<file path="src/rtl/uart_pkg.sv">
// Shared UART definitions used by the transmitter and the future receiver.
// Contents: FSM state encodings, parity mode codes and a parity helper.
package uart_pkg;

    localparam logic [2:0] ST_IDLE   = 3'd0;
    localparam logic [2:0] ST_START  = 3'd1;
    localparam logic [2:0] ST_DATA   = 3'd2;
    localparam logic [2:0] ST_PARITY = 3'd3;
    localparam logic [2:0] ST_STOP   = 3'd4;
    localparam logic [2:0] ST_BREAK  = 3'd5;

    typedef enum logic [2:0] {
        S_IDLE   = ST_IDLE,
        S_START  = ST_START,
        S_DATA   = ST_DATA,
        S_PARITY = ST_PARITY,
        S_STOP   = ST_STOP,
        S_BREAK  = ST_BREAK
    } uart_state_t;

    // Parity mode codes; 2'b11 is treated as no parity.
    localparam logic [1:0] PAR_NONE = 2'b00;
    localparam logic [1:0] PAR_EVEN = 2'b01;
    localparam logic [1:0] PAR_ODD  = 2'b10;

    // Widest supported payload; narrower payloads are zero-extended,
    // which leaves the XOR unchanged.
    localparam int PAR_DATA_W = 9;

    function automatic logic calc_parity(input logic [PAR_DATA_W-1:0] data,
                                         input logic [1:0]            mode);
        logic par;
        case (mode)
            PAR_EVEN: par = ^data;
            PAR_ODD:  par = ~^data;
            default:  par = 1'b0;
        endcase
        return par;
    endfunction

endpackage

</file>
<file path="src/rtl/uart_baud_cnt.sv">
// Bit-interval timer shared by the UART transmitter and receiver.
// Ports:
//   clk     - system clock
//   rst     - asynchronous active-low reset
//   clr     - synchronous restart of the interval (state change)
//   bit_end - high in the last cycle of each CLKS_PER_BIT-cycle interval
module uart_baud_cnt #(
    parameter int CLKS_PER_BIT = 868
) (
    input  logic clk,
    input  logic rst,
    input  logic clr,
    output logic bit_end
);

    localparam int CNT_W = (CLKS_PER_BIT > 1) ? $clog2(CLKS_PER_BIT) : 1;
    localparam logic [CNT_W-1:0] CNT_TC = CNT_W'(CLKS_PER_BIT - 1);

    logic [CNT_W-1:0] r_cnt;

    // Wraps at terminal count so multi-interval states (DATA, two-bit STOP)
    // keep a steady bit rate without needing a state change.
    always_ff @(posedge clk or negedge rst) begin
        if (!rst) begin
            r_cnt <= '0;
        end else if (clr || bit_end) begin
            r_cnt <= '0;
        end else begin
            r_cnt <= r_cnt + CNT_W'(1);
        end
    end

    assign bit_end = (r_cnt == CNT_TC);

endmodule

</file>
<file path="src/rtl/uart_tx_param.sv">
// Parametrised UART transmitter: 5..9 data bits, optional even/odd parity,
// 1 or 2 stop bits, valid/ready input handshake and line-break request.
// Ports:
//   clk, rst              - system clock, asynchronous active-low reset
//   tx_valid / tx_ready   - frame handshake, accept when both high
//   tx_data               - payload, sent LSB first
//   cfg_parity, cfg_stop2 - frame format, captured at accept
//   tx_break              - hold line low while idle
//   tx                    - registered serial output, idles high
//   tx_busy, tx_done      - frame in progress / end-of-frame pulse
//   tx_state              - current FSM state for status readback
//
// state  | meaning
// IDLE   | line high, ready for a frame or a break request
// START  | start bit (low) for one interval
// DATA   | DATA_W payload bits, LSB first
// PARITY | optional parity bit
// STOP   | one or two stop intervals (high), then tx_done
// BREAK  | line held low until tx_break drops
module uart_tx_param
    import uart_pkg::*;
#(
    parameter int DATA_W       = 8,
    parameter int CLKS_PER_BIT = 868
) (
    input  logic              clk,
    input  logic              rst,
    input  logic              tx_valid,
    output logic              tx_ready,
    input  logic [DATA_W-1:0] tx_data,
    input  logic [1:0]        cfg_parity,
    input  logic              cfg_stop2,
    input  logic              tx_break,
    output logic              tx,
    output logic              tx_busy,
    output logic              tx_done,
    output logic [2:0]        tx_state
);

    localparam int BIT_W = $clog2(DATA_W + 1);
    localparam logic [BIT_W-1:0] LAST_BIT = BIT_W'(DATA_W - 1);

    uart_state_t             r_state;
    uart_state_t             w_state_next;
    logic [DATA_W-1:0]       r_shift;
    logic [BIT_W-1:0]        r_bit_cnt;
    logic                    r_stop_cnt;
    logic [1:0]              r_par_mode;
    logic                    r_stop2;
    logic                    r_par_bit;
    logic                    r_tx;
    logic                    r_done;
    logic                    r_run;
    logic                    w_bit_end;
    logic                    w_clr;
    logic                    w_accept;
    logic                    w_done;
    logic                    w_tx;
    logic [PAR_DATA_W-1:0]   w_data_ext;

    uart_baud_cnt #(
        .CLKS_PER_BIT(CLKS_PER_BIT)
    ) u_baud (
        .clk    (clk),
        .rst    (rst),
        .clr    (w_clr),
        .bit_end(w_bit_end)
    );

    always_comb begin
        w_data_ext = '0;
        w_data_ext[DATA_W-1:0] = tx_data;
    end

    always_comb begin
        w_state_next = r_state;
        w_accept     = 1'b0;
        w_done       = 1'b0;
        w_tx         = 1'b1;
        case (r_state)
            S_IDLE: begin
                w_tx = 1'b1;
                if (tx_break) begin
                    w_state_next = S_BREAK;
                end else if (tx_valid && r_run) begin
                    w_accept     = 1'b1;
                    w_state_next = S_START;
                end
            end
            S_START: begin
                w_tx = 1'b0;
                if (w_bit_end) begin
                    w_state_next = S_DATA;
                end
            end
            S_DATA: begin
                w_tx = r_shift[0];
                if (w_bit_end && (r_bit_cnt == LAST_BIT)) begin
                    if ((r_par_mode == PAR_EVEN) || (r_par_mode == PAR_ODD)) begin
                        w_state_next = S_PARITY;
                    end else begin
                        w_state_next = S_STOP;
                    end
                end
            end
            S_PARITY: begin
                w_tx = r_par_bit;
                if (w_bit_end) begin
                    w_state_next = S_STOP;
                end
            end
            S_STOP: begin
                w_tx = 1'b1;
                if (w_bit_end && (!r_stop2 || r_stop_cnt)) begin
                    w_done       = 1'b1;
                    w_state_next = S_IDLE;
                end
            end
            S_BREAK: begin
                w_tx = 1'b0;
                if (!tx_break) begin
                    w_state_next = S_IDLE;
                end
            end
            default: begin
                w_state_next = S_IDLE;
            end
        endcase
    end

    // The baud interval restarts on any state change so each state begins
    // on a fresh bit boundary.
    assign w_clr = (w_state_next != r_state);

    always_ff @(posedge clk or negedge rst) begin
        if (!rst) begin
            r_state <= S_IDLE;
        end else begin
            r_state <= w_state_next;
        end
    end

    // Parity is computed from the payload at accept because the shift
    // register is consumed while the data bits go out.
    always_ff @(posedge clk or negedge rst) begin
        if (!rst) begin
            r_shift    <= '0;
            r_bit_cnt  <= '0;
            r_stop_cnt <= 1'b0;
            r_par_mode <= PAR_NONE;
            r_stop2    <= 1'b0;
            r_par_bit  <= 1'b0;
        end else if (w_accept) begin
            r_shift    <= tx_data;
            r_bit_cnt  <= '0;
            r_stop_cnt <= 1'b0;
            r_par_mode <= cfg_parity;
            r_stop2    <= cfg_stop2;
            r_par_bit  <= calc_parity(w_data_ext, cfg_parity);
        end else if (w_bit_end) begin
            if (r_state == S_DATA) begin
                r_shift   <= {1'b0, r_shift[DATA_W-1:1]};
                r_bit_cnt <= r_bit_cnt + BIT_W'(1);
            end
            if (r_state == S_STOP) begin
                r_stop_cnt <= 1'b1;
            end
        end
    end

    // tx follows the state one cycle late, so the line changes on the edge
    // after the state does; r_run keeps tx_ready low until the first clock
    // after reset release.
    always_ff @(posedge clk or negedge rst) begin
        if (!rst) begin
            r_tx   <= 1'b1;
            r_done <= 1'b0;
            r_run  <= 1'b0;
        end else begin
            r_tx   <= w_tx;
            r_done <= w_done;
            r_run  <= 1'b1;
        end
    end

    assign tx       = r_tx;
    assign tx_done  = r_done;
    assign tx_ready = r_run && (r_state == S_IDLE);
    assign tx_busy  = (r_state == S_START) || (r_state == S_DATA) ||
                      (r_state == S_PARITY) || (r_state == S_STOP);
    assign tx_state = r_state;

endmodule

</file>
<file path="config.mk">
export PLATFORM = sky130hd
export DESIGN_NAME = uart_tx_param
export DESIGN_NICKNAME = d
export VERILOG_FILES = /design/src/rtl/uart_pkg.sv /design/src/rtl/uart_baud_cnt.sv /design/src/rtl/uart_tx_param.sv
export SDC_FILE = /design/constraint.sdc
export NUM_CORES = 1
export LEC_CHECK = 0
export ABC_AREA = 0
export BUFFER_PORTS_ARGS = -buffer_cell sky130_fd_sc_hd__buf_4
export CAP_MARGIN = 20
export CORE_MARGIN = 3
export CORE_UTILIZATION = 35
export DETAILED_ROUTE_END_ITERATION = 16
export GPL_ROUTABILITY_DRIVEN = 0
export SETUP_SLACK_MARGIN = 0.05
export SKIP_CTS_REPAIR_TIMING = 1
export SYNTH_ARGS = -nofsm -noshare
export SYNTH_HDL_FRONTEND = slang
export SYNTH_SLANG_ARGS = --single-unit
</file>
<file path="constraint.sdc">
create_clock -name clk -period 5.8 [get_ports clk]
set_input_delay 0.29 -clock clk [delete_from_list [all_inputs] [get_ports clk]]
set_output_delay 0.29 -clock clk [all_outputs]
set_load 0.01 [all_outputs]
</file>
# ---- Yosys cells after proc, flatten, opt, wreduce, memory -nomap -nowiden
# Cells that the tools add are included.
dict set report totals {
  output_inout_bits 7
  wordCells 71
  in_bits 15
  regBits 33
}
dict set report op_classes {
  n_reduce_logical 20
  n_addsub 2
  eq_ne 12
  mux 26
}
# cell count
set op_table {}
lappend op_table {{$mux W3} 8}
lappend op_table {{$mux W8} 3}
lappend op_table {{$pmux W3 S6} 1}
lappend op_table {{$mux W4} 3}
lappend op_table {{$add A10 B1 Y10 const B} 1}
lappend op_table {{$eq A10 B10 Y1 const B} 1}
lappend op_table {{$mux W10} 1}
lappend op_table {{$reduce_xnor A9 Y1} 1}
lappend op_table {{$reduce_xor A9 Y1} 1}
lappend op_table {{$mux W1} 8}
lappend op_table {{$eq A3 B2 Y1 const B} 2}
lappend op_table {{$eq A3 B3 Y1 const B} 2}
lappend op_table {{$logic_or A1 B1 Y1} 6}
lappend op_table {{$reduce_bool A2 Y1} 3}
lappend op_table {{$add A4 B1 Y4 const B} 1}
lappend op_table {{$eq A2 B1 Y1 const B} 2}
lappend op_table {{$eq A2 B2 Y1 const B} 2}
lappend op_table {{$eq A4 B3 Y1 const B} 1}
lappend op_table {{$logic_and A1 B1 Y1} 4}
lappend op_table {{$reduce_and A2 Y1} 2}
lappend op_table {{$eq A3 B1 Y1 const B} 1}
lappend op_table {{$logic_not A3 Y1} 1}
lappend op_table {{$ne A3 B3 Y1} 1}
lappend op_table {{$pmux W1 S3} 1}
lappend op_table {{3 further kinds} 3}

# ---- Logic depth before layout (Yosys ltp)
dict set report depth {
  word_depth 8
  depth_mapped 7
}

# ---- By module
# From an unflattened synthesis, not the netlist that was laid out.
dict set report unflattened {
  cells_unflattened 185
  hier_area_um2 1770.4
}
# mod instances area_per_inst_um2 seq_area_each_um2 cells_per_inst
set modules_own_cells {}
lappend modules_own_cells {uart_tx_param 1 1256.2 576.8 133}
lappend modules_own_cells {uart_baud_cnt 1 514.2 250.2 52}

# ---- Worst setup path after synthesis
# No wires, ideal clock.
dict set report synth_timing {
  kind {register to register}
  start {reg u_baud.r_cnt[0]}
  end {reg r_bit_cnt[3]}
  setup_ns 0.136
  arrival_time_ns 1.767
  setup_slack_ns 3.897
  required_time_ns 5.664
  stages_incl_launch_ff 8
  cell_sequence {dfrtp_1 ha_1 or3b_4 nor4_4 nand2_2 buf_2 o21ai_0 a21oi_1}
}
dict set report synth_via {
  elab_chain_len 3
}
# item line
set synth_lines {}
lappend synth_lines {{start, declared} uart_baud_cnt.sv:19} ;# logic [CNT_W-1:0] r_cnt;
lappend synth_lines {{start signal, assigned} uart_baud_cnt.sv:29} ;# r_cnt <= r_cnt + CNT_W'(1);
lappend synth_lines {{$eq A10 B10 Y1} uart_baud_cnt.sv:33} ;# assign bit_end = (r_cnt == CNT_TC);
lappend synth_lines {{$reduce_bool A2 Y1 (no line)} -}
lappend synth_lines {{$reduce_and A2 Y1 (no line)} -}
lappend synth_lines {{end signal, assigned} uart_tx_param.sv:163} ;# r_bit_cnt <= r_bit_cnt + BIT_W'(1);
lappend synth_lines {{end, declared} uart_tx_param.sv:46} ;# logic [BIT_W-1:0] r_bit_cnt;
# Every way passes these cells.
# A chain may end at the register's enable or synchronous reset.

# ---- Final worst setup path
# Same ends and word-level chain as after synthesis.

==> impl_metrics.env <==
export IMPL_status="complete, no violations"
export IMPL_finalWorstSetupSlack_ps=3489
export IMPL_powerDensity_nw_per_um2=409.7
export IMPL_routed_wl_mm=3.209
export IMPL_start_util=0.3747
export IMPL_cts_num_sinks=33
export IMPL_p_leak_nw=0.9336
export IMPL_critPathLaunch="u_baud.r_cnt[0]"
export IMPL_antennaDiodeCount=0
export IMPL_finalHoldViolCount=0
export IMPL_cp_num_buf_inv=0
export IMPL_final_nets=208
export IMPL_grt_pass1_wl_mm=5.595
export IMPL_io_buffers=21
export IMPL_timing_final_crit_share=0.3984
export IMPL_grt_usage=0.1329
export IMPL_place_area_um2=1871
export IMPL_grt_pass1_vias=1254
export IMPL_area_delta_synth_final_pct=17.09
export IMPL_clockBufferDepth=2
export IMPL_wl_per_cell_um=13.15
export IMPL_cp_slowest_cell="or3_1"
export IMPL_startpoint_type="flip-flop"
export IMPL_h_tree_depth=2
export IMPL_setup_tns_final_ps=0
export IMPL_ant_nets=0
export IMPL_via_per_inst=5.029
export IMPL_dr_pass1_iters=4
export IMPL_worst_slew_pin_slew_ps=516.9
export IMPL_antenna_found_initial=0
export IMPL_synthArstFlopShare=1.000
export IMPL_rows=24
export IMPL_drive_gt1_frac=0.1927
export IMPL_peakVddDrop_mv=0.1486
export IMPL_critPathMaxFanout=13
export IMPL_dieArea_um2=5657
export IMPL_slew_limit_headroom=0.6509
export IMPL_worstPathCellList="ha_1 > or3b_4 > nor4_4 > nand2_2 > or3_1 > a21oi_1"
export IMPL_synth_nets=186
export IMPL_r2r_worst_path_cells=6
export IMPL_rsz0062_at_grt="false"
export IMPL_hp_class="in -> reg"
export IMPL_gr_total_overflow=0
export IMPL_whs_path_depth=3
export IMPL_setup_violations=0
export IMPL_drc=0
export IMPL_synth_avg_cell_area_um2=9.921
export IMPL_worst_ep_required_time_ps=6010
export IMPL_cap_violations=0
export IMPL_ys_seq_area_frac=0.4933
export IMPL_cp_depth=6
export IMPL_clk_latency_ps=280
export IMPL_grt_max_degree=34
export IMPL_tritoncts="built"
export IMPL_synth_top_flop_cell="dfrtp_1"
export IMPL_clk_pin_slew_ps=70
export IMPL_synth_cell_type_count=38
export IMPL_crit_path_max_incr_delay_ps=430
export IMPL_pre_cts_slack_ps=3480
export IMPL_die_x_um=75.21
export IMPL_drt_iter0_markers=38
export IMPL_fmax_ghz=0.4327
export IMPL_worstSetupPathType="reg -> reg"
export IMPL_die_y_um=75.21
export IMPL_design_area_um2=1963
export IMPL_crit_path_end_kind="flip-flop"
export IMPL_core_area_um2=4474
export IMPL_yosys_warnings=0
export IMPL_skew_ps=5.850
export IMPL_period_minus_slack_ps=2311
export IMPL_crit_family="simple AND/OR/NAND/NOR gates"
export IMPL_hold_start="cfg_stop2"
export IMPL_mostFrequentLayoutCell="dfrtp_1"
export IMPL_syn_area_um2=1677
export IMPL_rr_startpoint="u_baud.r_cnt[0]"
export IMPL_slew_violations=0
export IMPL_numCtsBuffers=5
export IMPL_hold_worst_slack_ps=214.1
export IMPL_mostFrequentLayoutCells="dfrtp_1 (32), nor2_1 (26), buf_4 (21)"
export IMPL_synth_edff_count=0
export IMPL_num_io_pins=22
export IMPL_cts_root_buf="clkbuf_8"
export IMPL_vias=1227
export IMPL_syn_inst=169
export IMPL_synth_seq_cells=33
export IMPL_arrival_ps=2520
export IMPL_hpwl_mm=2.371
worst min-delay path: cells and delay by family:
family | cells | cell delay (ps)
compound gates | 1 | 60
buf+inv | 1 | 80
simple gates | 1 | 40
path summary, 6_finish.rpt:
kind	to	slack (ps)
max	r_bit_cnt[3]	3490
max in group asynchronous	tx	5000
min reg2reg	r_par_bit	490
max reg2reg	r_bit_cnt[3]	3490
min	r_stop2	210
min in group asynchronous	r_stop2	480
layer usage:
metal	track usage	up-vias	part of all wire	routed length, µm
met2	0.2340	19	0.51	1652
met3	0.03738	9	0.034	110
met5	0	-	0	0
met1	0.1493	585	0.43	1378
li1	-	614	-	-
met4	0.05825	0	0.021	67
stage by stage:
stage | total power (W) | instances | utilization
after floorplan | 0.0005592 | 169 | -
after global placement | 0.0006349 | 235 | 0.4181
after detailed placement | 0.0006506 | 235 | 0.4181
after CTS | 0.0008158 | 243 | 0.4365
after global routing | 0.0008703 | 244 | 0.4388
final | 0.0008043 | 244 | 0.4388
state kept, by name (all words and copies together) (netlist names):
signal / count
u_baud.r_cnt: 10
r_shift: 8
r_bit_cnt: 4
tx_state: 3
r_par_mode: 2
r_par_bit: 1
r_run: 1
r_stop2: 1
r_stop_cnt: 1
tx: 1
tx_done: 1
layout make-up:
cell class                      count  area, µm²
Sequential cell                    33      827.0
Tap cell                           52      65.06
Multi-Input combinational cell    126      809.5
Timing Repair Buffer               22      167.7
Inverter                            3      11.26
Clock buffer                        6      72.57
Clock inverter                      2      10.01
Fill cell                         446       2511
synth_stat cells (2+ instances only):
| cell type | count | share of area |
|---|---|---|
| dfrtp_1 | 32 | 0.48 |
| nand2b_1 | 3 | 0.011 |
| mux2i_1 | 8 | 0.048 |
| buf_2 | 2 | 0.0060 |
| and4_1 | 2 | 0.010 |
| nand3_1 | 6 | 0.018 |
| inv_1 | 3 | 0.0067 |
| ha_1 | 2 | 0.015 |
| and3_1 | 2 | 0.0075 |
| a21oi_1 | 11 | 0.033 |
| xor2_1 | 6 | 0.031 |
| nand3b_1 | 2 | 0.0090 |
| o21ai_0 | 7 | 0.021 |
| a31oi_1 | 3 | 0.011 |
| xnor2_1 | 13 | 0.068 |
| nor2_1 | 26 | 0.058 |
| or2_2 | 2 | 0.0075 |
| nand2_1 | 15 | 0.034 |
| clkbuf_1 | 5 | 0.011 |
logic make-up (layout without fill, tap and decap cells):
kind of cell / Yosys count / after routing / share of synthesized area
and+or+nand+nor: 72 / 72 / 0.2388
DFF: 33 / 33 / 0.4933
AOI/OAI and AO/OA: 24 / 24 / 0.07985
xor gates and xnor gates: 19 / 19 / 0.09925
buffers and inverters: 10 / 33 / 0.02388
muxes: 8 / 8 / 0.04776
adders and majority gates: 2 / 2 / 0.01492
other: 1 / 1 / 0.002237
power breakdown:
| group | internal, W | switching (W) | leakage, nW | total [W] |
|---|---|---|---|---|
| logic | 0.000128 | 0.000120 | 0.476 | 0.000248 |
| registers | 0.000314 | 0.0000795 | 0.413 | 0.000394 |
| clock network | 0.0000830 | 0.0000795 | 0.0450 | 0.000163 |
(Power assumes the default switching activity.)
